<file path="src/rtl/q_bank.sv">
// Writable question bank: stores (level, number, answer codes) entries and
// scans from a seed for the first valid, unissued entry of a requested level.
module q_bank #(
  parameter  int DEPTH   = 32,
  parameter  int LVL_W   = 2,
  parameter  int NUM_W   = 10,
  parameter  int FACT_N  = 3,
  parameter  int CODE_W  = 4,
  localparam int IDX_W   = $clog2(DEPTH),
  localparam int FACT_W  = FACT_N * CODE_W,
  localparam int ENTRY_W = LVL_W + NUM_W + FACT_W
) (
  input  logic               CLK,
  input  logic               RST_N,
  input  logic               WE,
  input  logic [IDX_W-1:0]   WADDR,
  input  logic [ENTRY_W-1:0] WDATA,
  input  logic               CLR_USED,
  input  logic               REQ,
  input  logic [LVL_W-1:0]   LEVEL_SEL,
  input  logic               LVL_ANY,
  input  logic [IDX_W-1:0]   SEED,
  output logic               BUSY,
  output logic               VALID,
  output logic               NONE,
  output logic [IDX_W-1:0]   Q_INDEX,
  output logic [LVL_W-1:0]   Q_LEVEL,
  output logic [NUM_W-1:0]   Q_NUM,
  output logic [FACT_W-1:0]  Q_FACT,
  output logic [IDX_W:0]     USED_CNT
);

  typedef enum logic {IDLE, SCAN} state_t;

  localparam logic [IDX_W:0] LAST = (IDX_W+1)'(DEPTH - 1);

  logic [ENTRY_W-1:0] mem [DEPTH];

  state_t             state_q, state_d;
  logic [DEPTH-1:0]   vld_q, vld_d;
  logic [DEPTH-1:0]   used_q, used_d;
  logic [IDX_W-1:0]   ptr_q, ptr_d;
  logic [IDX_W:0]     cnt_q, cnt_d;
  logic [LVL_W-1:0]   lvl_q, lvl_d;
  logic               any_q, any_d;
  logic               valid_q, valid_d;
  logic               none_q, none_d;
  logic [IDX_W-1:0]   qidx_q, qidx_d;
  logic [LVL_W-1:0]   qlvl_q, qlvl_d;
  logic [NUM_W-1:0]   qnum_q, qnum_d;
  logic [FACT_W-1:0]  qfact_q, qfact_d;
  logic [IDX_W:0]     ucnt_q, ucnt_d;

  logic [ENTRY_W-1:0] ent;
  logic [LVL_W-1:0]   ent_lvl;
  logic [NUM_W-1:0]   ent_num;
  logic [FACT_W-1:0]  ent_fact;
  logic               hit;

  // Read sees pre-edge contents, so a same-edge write is judged on old data
  assign ent      = mem[ptr_q];
  assign ent_lvl  = ent[ENTRY_W-1 -: LVL_W];
  assign ent_num  = ent[FACT_W +: NUM_W];
  assign ent_fact = ent[FACT_W-1:0];
  assign hit      = vld_q[ptr_q] && !used_q[ptr_q] &&
                    (any_q || ent_lvl == lvl_q);

  always_comb begin
    state_d = state_q;
    vld_d   = vld_q;
    used_d  = used_q;
    ptr_d   = ptr_q;
    cnt_d   = cnt_q;
    lvl_d   = lvl_q;
    any_d   = any_q;
    valid_d = 1'b0;
    none_d  = 1'b0;
    qidx_d  = qidx_q;
    qlvl_d  = qlvl_q;
    qnum_d  = qnum_q;
    qfact_d = qfact_q;
    unique case (state_q)
      IDLE: begin
        if (REQ) begin
          lvl_d   = LEVEL_SEL;
          any_d   = LVL_ANY;
          ptr_d   = SEED;
          cnt_d   = '0;
          state_d = SCAN;
        end
      end
      SCAN: begin
        if (hit) begin
          qidx_d        = ptr_q;
          qlvl_d        = ent_lvl;
          qnum_d        = ent_num;
          qfact_d       = ent_fact;
          used_d[ptr_q] = 1'b1;
          valid_d       = 1'b1;
          state_d       = IDLE;
        end else begin
          ptr_d = ptr_q + IDX_W'(1);
          cnt_d = cnt_q + (IDX_W+1)'(1);
          if (cnt_q == LAST) begin
            none_d  = 1'b1;
            state_d = IDLE;
          end
        end
      end
    endcase
    if (WE) begin
      vld_d[WADDR]  = 1'b1;
      used_d[WADDR] = 1'b0;
    end
    // Clear has priority over a coinciding hit
    if (CLR_USED) used_d = '0;
  end

  always_comb begin
    ucnt_d = '0;
    for (int i = 0; i < DEPTH; i++)
      ucnt_d = ucnt_d + (IDX_W+1)'(used_q[i]);
  end

  always_ff @(posedge CLK) begin
    if (WE) mem[WADDR] <= WDATA;
  end

  always_ff @(posedge CLK or negedge RST_N) begin
    if (!RST_N) begin
      state_q <= IDLE;
      vld_q   <= '0;
      used_q  <= '0;
      ptr_q   <= '0;
      cnt_q   <= '0;
      lvl_q   <= '0;
      any_q   <= 1'b0;
      valid_q <= 1'b0;
      none_q  <= 1'b0;
      qidx_q  <= '0;
      qlvl_q  <= '0;
      qnum_q  <= '0;
      qfact_q <= '0;
      ucnt_q  <= '0;
    end else begin
      state_q <= state_d;
      vld_q   <= vld_d;
      used_q  <= used_d;
      ptr_q   <= ptr_d;
      cnt_q   <= cnt_d;
      lvl_q   <= lvl_d;
      any_q   <= any_d;
      valid_q <= valid_d;
      none_q  <= none_d;
      qidx_q  <= qidx_d;
      qlvl_q  <= qlvl_d;
      qnum_q  <= qnum_d;
      qfact_q <= qfact_d;
      ucnt_q  <= ucnt_d;
    end
  end

  assign BUSY     = (state_q == SCAN);
  assign VALID    = valid_q;
  assign NONE     = none_q;
  assign Q_INDEX  = qidx_q;
  assign Q_LEVEL  = qlvl_q;
  assign Q_NUM    = qnum_q;
  assign Q_FACT   = qfact_q;
  assign USED_CNT = ucnt_q;

endmodule

</file>
<file path="config.mk">
export PLATFORM = sky130hd
export DESIGN_NAME = q_bank
export DESIGN_NICKNAME = d
export VERILOG_FILES = /design/src/rtl/q_bank.sv
export SDC_FILE = /design/constraint.sdc
export NUM_CORES = 1
export LEC_CHECK = 0
export BUFFER_PORTS_ARGS = -buffer_cell sky130_fd_sc_hd__buf_4
export CAP_MARGIN = 20
export CORE_ASPECT_RATIO = 2
export CORE_UTILIZATION = 40
export CTS_CLUSTER_DIAMETER = 40
export DETAILED_ROUTE_END_ITERATION = 12
export GPL_ROUTABILITY_DRIVEN = 0
export HOLD_SLACK_MARGIN = 0.05
export PLACE_DENSITY_LB_ADDON = 0.1
export SYNTH_ARGS = -nofsm -noshare
export SYNTH_HDL_FRONTEND = slang
export SYNTH_SLANG_ARGS = --single-unit
export TNS_END_PERCENT = 20
</file>
<file path="constraint.sdc">
create_clock -name CLK -period 8.8 [get_ports CLK]
set_input_delay 2.64 -clock CLK [delete_from_list [all_inputs] [get_ports CLK]]
set_output_delay 2.64 -clock CLK [all_outputs]
set_load 0.01 [all_outputs]
</file>
==> summary.md <==
| Metric | Value |
|---|---|
| DRC Markers | `0` |
| Post-route cell area | `0.04011 mm2` |
| Dpl hpwl | `61340 um` |
| Number of port buffers | `79` |
| Num rows | `152` |
| CTS HTree Levels | `3` |
| Clk_lat worst skew | `0.68 ns` |
| Sw Ratio | `31.69%` |
| Setup tns final | `0 ns` |
| Synth warnings | `0` |
| Register area | `0.02597 mm2` |
| Post-CTS setup buffers | `0` |
| Cts bufs inserted | `85` |
| Asr flop ratio synth | `13.12%` |
| 1st-iter DRT viols | `1462` |
| Hold Buf Count CTS | `0` |
| Net Sw Power | `3.775 mW` |
| Share of cells above drive strength 1 | `25.67%` |
| Vias in the first global route | `18965` |
| Clock skew | `0.03480 ns` |
| Post-Synthesis Net Count | `1878` |
| Die H | `419.8 um` |
| Internal power | `8.138 mW` |
| Maxcap violations | `0` |
| Seq pwr share | `41.7%` |
| Clk buf depth | `3` |
| Remaining antenna violation count after routing | `0` |
| Root Driver | `clkbuf_16` |
| Mean Syn Cell Area | `19.39 um2` |
| Arrival time of the worst setup path | `5.45 ns` |
| Placed cell areas | `0.03728 mm2` |
| Global route total overflow | `0` |
| Ys flop type | `edfxtp_1` |
| P per Cell Area | `297.0 mW/mm2` |
| DR WL/cell | `30.86 um` |
| Worst vdd ir | `224.0 uV` |
| Logic gate share of total power | `27.7%` |
| Largest net degree at the start of global routing | `91` |
| HP Class | `flip-flop to flip-flop` |
| PnR Total Power | `11.91 mW` |
| Synth Register Bits | `884` |
| Clk slew on worst S/H paths | `0.06 ns` |
| ANT cells | `0` |
| Crit. End Element | `flip-flop` |
| Initial antenna violation count | `1` |
| Outcome | `complete, no violations` |
| Io pins | `80` |
| Slew margin rel. | `24.14%` |
| Post-DR vias/cell | `5.705` |
| DIE WIDTH | `210.9 um` |
| DRT Pass-1 Iters | `5` |
| CTS tree | `done` |
| Post-synth EDFFs | `768` |
| Hold Fails Final Rpt | `0` |
| RSZ-0062 raised after global routing | `no` |
| Mapped Area | `0.03491 mm2` |
| DR vias | `17881` |
| CTS Sinks | `884` |
| Area occupied by multi-input gates | `0.008569 mm2` |
| Max Fclk | `206.2 MHz` |
| Cts repair resizes | `0` |
| Static Leak | `13.43 nW` |
| CP Class | `flip-flop to flip-flop` |
| Core ar. | `0.08615 mm2` |
| Post-synthesis cell count | `1800` |
| Tot GR Track Use | `22.56%` |
| Startpoint Class | `flip-flop` |
| Minimum clock period after layout | `4.849 ns` |
| Initial Util | `40.52%` |
| Clock power share | `30.7%` |
| First-pass GRT wire length | `139500 um` |
| Crit-path max FO | `70` |
| Area grow syn2layout | `14.89%` |
| Final WL | `96720 um` |
| # fillers | `7254` |
| Slew Limit Fails | `0` |
| Endpoints failing setup | `0` |
| Worst Tran Pin Value | `1.135 ns` |
| Die ar. | `0.08853 mm2` |
| Worst endpoint required time | `9.40 ns` |
| Yosys cell types | `60` |
| Post-synthesis sequential area ratio | `74.38%` |
| # nets final | `1987` |
| Final period utilization | `55.10%` |
| R2R Setup Slk | `3.95 ns` |
[registers in the layout, indices dropped and copies added, names as in the netlist]
signal / count
cnt_q: 6
USED_CNT: 6
lvl_q: 2
Q_INDEX: 5
mem: 768
Q_NUM: 10
NONE: 1
Q_LEVEL: 2
VALID: 1
used_q: 32
Q_FACT: 12
vld_q: 32
any_q: 1
ptr_q: 5
BUSY: 1
[cell usage in the layout (no fill, tap or decap), types with 39 or more instances in the layout]
| master | synthesis | routed |
|---|---|---|
| nand2_1 | 63 | 63 |
| nor2_1 | 72 | 39 |
| dfrtp_1 | 116 | 114 |
| mux4_2 | 176 | 176 |
| mux2i_1 | 66 | 66 |
| inv_1 | 53 | 53 |
| a22oi_1 | 44 | 44 |
| edfxtp_1 | 768 | 768 |
| buf_4 | 5 | 97 |
| clkbuf_16 | 0 | 89 |
[Yosys cell counts (all sizes together), types with 2 or more instances]
cell type	n	area, um2
a311oi	2	23.77
nor2b	3	18.77
inv	53	198.9
a22o	22	192.7
a21oi	3	18.77
or2	32	200.2
xnor2	3	26.28
o2bb2ai	2	17.52
ha	12	150.1
mux2	6	67.56
o22ai	32	200.2
o21ai	35	175.2
and3	3	18.77
clkbuf	50	187.7
a22oi	44	330.3
nor2	72	270.3
nand4b	5	50.04
a211oi	3	22.52
buf	45	267.8
mux2i	66	660.6
nor4	6	58.80
nand2	64	242.7
dfrtp	116	2903
or4	3	22.52
edfxtp	768	23060
mux4	176	3964
nand3	37	190.2
fa	24	480.5
and3b	2	17.52
nand3b	8	60.06
o211ai	4	30.03
or3b	3	28.78
or4b	5	53.80
a31oi	26	162.7
or4bb	5	56.30
a21o	24	180.2
a221oi	22	192.7
nor3b	5	37.54
[cell families (layout without fill, tap and decap cells)]
family / count (synthesis) / count (layout) / synth area share [%]
fa+ha+maj: 36 / 36 / 1.806
flops: 884 / 884 / 74.38
compound gates: 223 / 223 / 4.527
mux: 248 / 248 / 13.44
simple gates: 258 / 258 / 3.900
xor+xnor: 3 / 3 / 0.07528
buf+inv: 148 / 327 / 1.875
[critical path, stage by stage (launching register included)]
cell      delay, ns
dfrtp_4        1.04
buf_12         0.44
mux2i_1        0.35
o22ai_1        0.12
nor4_1         0.55
o211ai_1       0.25
a311oi_2       0.46
nand3_4        0.40
buf_4          0.40
buf_4          0.32
a31oi_1        0.21
a21o_1         0.10
[path summary, 6_finish.rpt]
check	from	endpoint	cells after the start
max	ptr_q[1]	Q_NUM[7]	11
min	vld_q[12]	vld_q[12]	1
max reg2reg	ptr_q[1]	Q_NUM[7]	11
min reg2reg	vld_q[12]	vld_q[12]	1
max in group asynchronous	RST_N	ptr_q[1]	2
min in group asynchronous	RST_N	USED_CNT[0]	1
[cell type report]
type | count | share of cell area [%]
sequential | 884 | 64.76
timing repair buffer | 117 | 2.904
multi-input combinational | 768 | 21.37
clock inverter | 55 | 1.173
inverter | 53 | 0.4960
tap | 1155 | 3.603
clock buffer | 102 | 5.700
[stage by stage]
stage                     hold slack (ns)  util [%]  cells  worst slack [ns]
after global routing               0.4776     46.55   3134             3.736
after CTS                          0.4675     46.47   3131             3.893
final                              0.4667     46.55   3134             3.951
after floorplan                    0.4361         -   1800             3.983
after detailed placement           0.4534     43.27   2974             3.630
after global placement             0.4511     42.93   2961             3.640
[metal layers]
metal / share of wire (%) / global-route usage, % / wire length [um] / up-vias
met1: 40 / 28.75 / 38910 / 9625
met5: 0 / 0 / 0 / -
met4: 3.3 / 8.794 / 3162 / 0
li1: - / - / - / 7508
met3: 4.5 / 2.930 / 4380 / 152
met2: 52 / 38.99 / 50270 / 596
[power groups by stage]
stage / Combinational [mW] / Sequential (mW) / Clock (mW)
global placement: 3.34 / 5.05 / 0
CTS: 3.37 / 4.96 / 3.74
floorplan: 2.22 / 4.93 / 0
global route: 3.52 / 4.98 / 3.87
finish: 3.30 / 4.96 / 3.65
detailed placement: 3.36 / 5.05 / 0
Power figures use the tool's default switching activity.
